$ cat config.mk
export PLATFORM = sky130hd
export DESIGN_NAME = imm_insn_encoder
export DESIGN_NICKNAME = d
export VERILOG_FILES = /design/src/rtl/imm_insn_encoder.sv
export SDC_FILE = /design/constraint.sdc
export NUM_CORES = 1
export LEC_CHECK = 0
export ABC_AREA = 1
export CORE_MARGIN = 4
export CORE_UTILIZATION = 30
export DETAILED_ROUTE_END_ITERATION = 6
export GPL_ROUTABILITY_DRIVEN = 1
export PLACE_DENSITY = 0.57
export RECOVER_POWER = 50
export SYNTH_ARGS = -nofsm -noshare
export SYNTH_HDL_FRONTEND = slang
export SYNTH_SLANG_ARGS = --single-unit
$ cat constraint.sdc
create_clock -name clk -period 1.5 [get_ports clk]
set_clock_uncertainty 0.2 [all_clocks]
set_input_delay 0.3 -clock clk [delete_from_list [all_inputs] [get_ports clk]]
set_output_delay 0.3 -clock clk [all_outputs]
set_load 0.01 [all_outputs]
$ cat src/rtl/imm_insn_encoder.sv
// Packs an immediate and register/opcode fields into an RV32 instruction word (I/S/B/J/U),
// and expands the LI pseudo-op into LUI and/or ADDI through a one-entry output slot.
module imm_insn_encoder (
    input  logic        clk,
    input  logic        rst,
    input  logic        in_valid,
    output logic        in_ready,
    input  logic [2:0]  imm_src,
    input  logic [31:0] imm,
    input  logic [6:0]  opcode,
    input  logic [2:0]  funct3,
    input  logic [4:0]  rd,
    input  logic [4:0]  rs1,
    input  logic [4:0]  rs2,
    output logic        out_valid,
    input  logic        out_ready,
    output logic [31:0] insn,
    output logic        range_err
);

    localparam int unsigned XLEN   = 32;
    localparam int unsigned LO_W   = 12;
    localparam int unsigned HI_W   = 20;
    localparam int unsigned REG_W  = 5;

    localparam logic [2:0] SRC_I  = 3'b000;
    localparam logic [2:0] SRC_S  = 3'b001;
    localparam logic [2:0] SRC_B  = 3'b010;
    localparam logic [2:0] SRC_J  = 3'b011;
    localparam logic [2:0] SRC_U  = 3'b100;
    localparam logic [2:0] SRC_LI = 3'b101;

    localparam logic [6:0] OP_IMM = 7'b0010011;
    localparam logic [6:0] OP_LUI = 7'b0110111;
    localparam logic [2:0] F3_ADD = 3'b000;
    localparam logic [4:0] X0     = 5'd0;

    typedef enum logic {
        IDLE,
        LI2
    } state_t;

    state_t            state;
    logic [REG_W-1:0]  li_rd;
    logic [LO_W-1:0]   li_lo;

    logic              slot_free_c;
    logic              accept_c;
    logic [XLEN-1:0]   enc_word_c;
    logic              enc_err_c;
    logic              li_two_c;
    logic [HI_W-1:0]   li_hi_c;
    logic              fits_i_c;
    logic              fits_b_c;
    logic              fits_j_c;
    logic [XLEN-1:0]   addi_word_c;

    // Slot can take a new word when empty or being drained this cycle.
    assign slot_free_c = !out_valid || out_ready;
    assign in_ready    = rst && (state == IDLE) && slot_free_c;
    assign accept_c    = in_valid && in_ready;

    // Immediate range predicates: value must survive truncation and re-sign-extension.
    assign fits_i_c = (imm == {{20{imm[11]}}, imm[11:0]});
    assign fits_b_c = (imm == {{19{imm[12]}}, imm[12:0]}) && !imm[0];
    assign fits_j_c = (imm == {{11{imm[20]}}, imm[20:0]}) && !imm[0];

    // LUI upper part is rounded so the sign-extended ADDI low part lands on imm.
    assign li_hi_c = imm[31:12] + HI_W'(imm[11]);

    assign addi_word_c = {li_lo, li_rd, F3_ADD, li_rd, OP_IMM};

    // Encode the first (or only) word for the request on the input port.
    always_comb begin
        enc_word_c = '0;
        enc_err_c  = 1'b0;
        li_two_c   = 1'b0;
        case (imm_src)
            SRC_I: begin
                enc_word_c = {imm[11:0], rs1, funct3, rd, opcode};
                enc_err_c  = !fits_i_c;
            end
            SRC_S: begin
                enc_word_c = {imm[11:5], rs2, rs1, funct3, imm[4:0], opcode};
                enc_err_c  = !fits_i_c;
            end
            SRC_B: begin
                enc_word_c = {imm[12], imm[10:5], rs2, rs1, funct3, imm[4:1], imm[11], opcode};
                enc_err_c  = !fits_b_c;
            end
            SRC_J: begin
                enc_word_c = {imm[20], imm[10:1], imm[11], imm[19:12], rd, opcode};
                enc_err_c  = !fits_j_c;
            end
            SRC_U: begin
                enc_word_c = {imm[31:12], rd, opcode};
                enc_err_c  = (imm[11:0] != '0);
            end
            SRC_LI: begin
                if (fits_i_c) begin
                    enc_word_c = {imm[11:0], X0, F3_ADD, rd, OP_IMM};
                end else begin
                    enc_word_c = {li_hi_c, rd, OP_LUI};
                    li_two_c   = (imm[11:0] != '0);
                end
            end
            default: begin
                enc_word_c = '0;
                enc_err_c  = 1'b1;
            end
        endcase
    end

    // Output slot and LI sequencing.
    always_ff @(posedge clk or negedge rst) begin
        if (!rst) begin
            state     <= IDLE;
            out_valid <= 1'b0;
            insn      <= '0;
            range_err <= 1'b0;
            li_rd     <= '0;
            li_lo     <= '0;
        end else begin
            if (accept_c) begin
                out_valid <= 1'b1;
                insn      <= enc_word_c;
                range_err <= enc_err_c;
                if (li_two_c) begin
                    state <= LI2;
                    li_rd <= rd;
                    li_lo <= imm[11:0];
                end
            end else if ((state == LI2) && slot_free_c) begin
                out_valid <= 1'b1;
                insn      <= addi_word_c;
                range_err <= 1'b0;
                state     <= IDLE;
            end else if (out_ready) begin
                out_valid <= 1'b0;
            end
        end
    end

endmodule

# [After elaboration in Yosys (flattened, before gate mapping)]
# Cells that the tools add are included.
[word_totals] reg_bits=52 input_bits=64
[classes] addsub=1 n_eq_ne=9 n_mux=14 bitwise_logic=1 n_reduce_logical=19
[ops] operator="case mux 32 bit (6 select lines)" count=1
[ops] operator="two-way mux 32 bit" count=3
[ops] operator="adder 20 x 1 -> 20 bit" count=1
[ops] operator="equality test 20 bit" count=1
[ops] operator="equality test 19 bit" count=1
[ops] operator="nonzero test 12 bit" count=1
[ops] operator="equality test 11 bit" count=1
[ops] operator="two-way mux 1 bit" count=9
[ops] operator="equality test 3 x 2 -> 1 bit, second input constant" count=2
[ops] operator="equality test 3 bit, second input constant" count=2
[ops] operator="logical AND 1 bit" count=6
[ops] operator="logical NOT 1 bit" count=5
[ops] operator="case mux 1 bit (5 select lines)" count=1
[ops] operator="AND reduction 2 bit" count=2
[ops] operator="equality test 3 x 1 -> 1 bit, second input constant" count=1
[ops] operator="logical NOT 3 bit" count=1
[ops] operator="nonzero test 3 bit" count=1
[ops] operator="!= test 2 x 1 -> 1 bit, second input constant" count=1
[ops] operator="nonzero test 2 bit" count=1
[ops] operator="OR reduction 2 bit" count=1
[ops] operator="logical OR 1 bit" count=1
[ops] operator="NOT 1 bit" count=1

# [Longest topological paths before layout]
[depth] word_depth=6 ltp_mapped=14

# [Worst setup path after synthesis]
# Ideal clock, no wire load.
[synth_path] kind="register to register" from="register out_valid" to="register insn[31]" setup_ps=73 t_arrival_ps=1538 setup_slack_ps=-311 path_stages_with_launch=9 synth_period_minus_slack_ps=1811 cell_sequence="dfrtp_1 inv_1 nor2_1 nor2_1 nand2_1 a21oi_2 buf_2 nand2_1 a21oi_2"
[synth_via] elab_chain_len=5
[synth_lines] element="start, declared" line_no="15" source="output logic out_valid,"
[synth_lines] element="start signal, assigned" line_no="118" source="out_valid <= 1'b0;"
[synth_lines] element="start signal, assigned" line_no="125" source="out_valid <= 1'b1;"
[synth_lines] element="start signal, assigned" line_no="134" source="out_valid <= 1'b1;"
[synth_lines] element="logical NOT 1 bit *" line_no="59" source="assign slot_free_c = !out_valid || out_ready;"
[synth_lines] element="logical OR 1 bit *" line_no="59"
[synth_lines] element="logical AND 1 bit *" line_no="60" source="assign in_ready = rst && (state == IDLE) && slot_free_c;"
[synth_lines] element="net in_ready" line_no="7" source="output logic in_ready,"
[synth_lines] element="logical AND 1 bit *" line_no="61" source="assign accept_c = in_valid && in_ready;"
[synth_lines] element="two-way mux 32 bit / nonzero test 2 bit (equally long branches)"
[synth_lines] element="end signal, assigned" line_no="126" source="insn <= enc_word_c;"
[synth_lines] element="end signal, assigned" line_no="135" source="insn <= addi_word_c;"
[synth_lines] element="end, declared" line_no="17" source="output logic [31:0] insn,"
# The timed path passes the listed nets; every way through them passes the cells marked *.
# A chain may end at the register's enable or synchronous reset.

# [Worst setup path in the final report]
[layout_path] from="register state" to="output port in_ready"
[layout_via] elab_chain_len=3
[layout_lines] element="start, declared" line_no="43" source="state_t state;"
[layout_lines] element="start signal, assigned" line_no="117" source="state <= IDLE;"
[layout_lines] element="start signal, assigned" line_no="129" source="state <= LI2;"
[layout_lines] element="start signal, assigned" line_no="137" source="state <= IDLE;"
[layout_lines] element="NOT 1 bit" line_no="60"
[layout_lines] element="logical AND 1 bit (2 in series)" line_no="60"
[layout_lines] element="end, declared" line_no="7"
# No other way between the ends.

==> qor.csv <==
metric;value;unit
post-route-period-util;110;%
num-fill-cells;1069;
outcome;finished with violations;
async_flop_share;100;%
drtIter0Drc;211;
synth.ff_latch_count;52;
die-area;14300;sq um
synth-main-ff-cell;dfrtp_1;
dpl.hpwl;11200;um
yosysMostFrequentCell;nand2_1;
clk_latency;0.29;ns
rows;40;
maxSlewViolCount;0;
final_nets;858;
endpoint_kind;output pin;
synthTopCellsByArea;dfrtp_1 (35%), nand2_1 (14%), nor2_1 (6.1%), inv_1 (5.6%), nand3_1 (5.5%);
rsz0062_at_grt;true;
fin_hold_ws;0.218;ns
powerDensity;1000;nW/um^2
clock_sinks;52;
synthCells;535;
finalSetupViolations;51;
synth_edf_count;0;
ff2ff_path_depth;10;
fp.dieH;120;um
whs_path_depth;4;
htree_levels;2;
tightest_slew;0.470;ns
synth_commonest_cells;nand2_1 (139), nor2_1 (61), inv_1 (56);
grt_max_degree;53;
max_freq;0.609;GHz
core;12100;sq um
wirelength;15000;um
worstPathArrival;1.14;ns
ys.warnings.count;0;
drive_above_1_share;53.1;%
cts_tree;built;
ys_types;40;
cts_buffer_depth;2;
antenna_found_initial;0;
final.min_clock_period;1.64;ns
slew_headroom;68.6;%
violations;negative setup slack;
hold_viol;0;
avgSynthCellArea;7.00;sq um
setup_tns;-5.47;ns
grt_use_total;21.0;%
firstDrtPassIters;4;
hp-class;input port to flop;
clk_pin_slew;0.07;ns
ant_nets;0;
syn_nets;602;
worstSetupPathType;flop to output pin;
io_buffers;98;
post-place-ws;-1.00;ns
synth.yosys.seq_area_share;34.8;%
viasPerCell;4.76;
fin_util;61.4;%
syn_area;3740;sq um
yosys.area.top_type_share;34.8;%
gp_congestion;0.865;
ios;99;
r2r_setup_slack;-0.14;ns
worstPathRequired;1.00;ns
grt_pass1_wl;24400;um
ir_drop;0.000524;V
critPathMaxFanout;2;
diodes;0;
wl_per_cell;15.6;um
fin_ws;-0.143;ns
die_w;120;um
cap_violations;0;
grt_remaining_overflow;0;
grt_pass1_vias;4859;
vias;4568;
critPathLaunchType;flop;
clock-root-buffer;clkbuf_16;
numCtsBuffers;5;
p_leak;3.58;nW
area_delta_synth_final;98.7;%
yosysTopAreaCell;dfrtp_1;
post-route-drc-count;0;
start_util;30.9;%
-- cell usage in the layout (no fill, tap or decap), drive strengths merged, types with 11 or more instances in the layout --
master,n
a21oi,23
buf,194
clkdlybuf4s50,26
dfrtp,52
dlygate4sd2,39
inv,65
nand2,157
nand3,43
nor2,67
o21ai,46
o22ai,11
xor2,12
-- sequential cells by signal (all words and copies together) (netlist names) --
register,count
insn,32
li_lo,12
li_rd,5
out_valid,1
range_err,1
state,1
-- worst max-delay path: stages (launching register included) --
cell,delay [ns]
dfrtp_1,0.38
inv_2,0.07
nand2_2,0.06
nor2_4,0.13
buf_4,0.12
buf_6,0.09
-- kinds of logic (layout without fill, tap and decap cells) --
group	count (synthesis)	after routing	synth area share, %
and+or+nand+nor	278	278	32.9
AOI/OAI and AO/OA	104	104	18.2
buffers and inverters	86	342	10.4
DFF	52	52	34.8
xor gates and xnor gates	12	12	2.81
adders and majority gates	3	3	1.00
-- what timing repair did --
| action | 4_1_cts | 5_1_grt |
|---|---|---|
| hold buffers | 1 | 0 |
| resized for setup | 372 | 92 |
| setup endpoints to repair | 87 | 85 |
| setup buffers | 37 | 6 |
| pin swaps | 84 | 48 |
| cloned | 5 | 0 |
| hold endpoints to repair | 23 | 0 |
-- layer usage --
metal | up-vias | track usage, % | wire length, um
met5 | - | 0 | 0
met4 | 0 | 5.37 | 273
met3 | 15 | 2.17 | 514
met2 | 98 | 37.8 | 7830
met1 | 2191 | 26.8 | 6340
li1 | 2264 | - | -
-- per-stage QoR --
stage	cells	power (W)	area (sq um)
floorplan	535	0.00377	3850
global placement	908	0.00548	5850
detailed placement	908	0.00555	5850
CTS	956	0.00725	7150
global route	959	0.00788	7430
finish	959	0.00746	7430
-- where the power goes --
group,internal [W],switching [W]
Combinational,0.00181,0.00172
Sequential,0.00201,0.000465
Clock,0.000947,0.000508
Total,0.00477,0.00269
-- area by class of cell --
class                   count  area, sq um  area share, %
inverters                  66          273           3.67
clock buffers               5          125           1.68
well taps                 168          210           2.83
multi-input cells         397         2930           39.4
flip-flops and latches     52         1300           17.5
repair buffers            269         2530           34.1
clock inverters             2         60.1          0.808
-- path summary, 6_finish.rpt --
| path | startpoint | endpoint |
|---|---|---|
| hold reg to reg | insn[20] | insn[20] |
| hold / removal | imm[10] | li_lo[10] |
| max in group asynchronous | rst | li_rd[3] |
| setup / recovery | state | in_ready |
| setup reg to reg | state | li_lo[3] |
| min in group asynchronous | rst | insn[1] |
No activity file was read; power rests on OpenSTA's default activity.
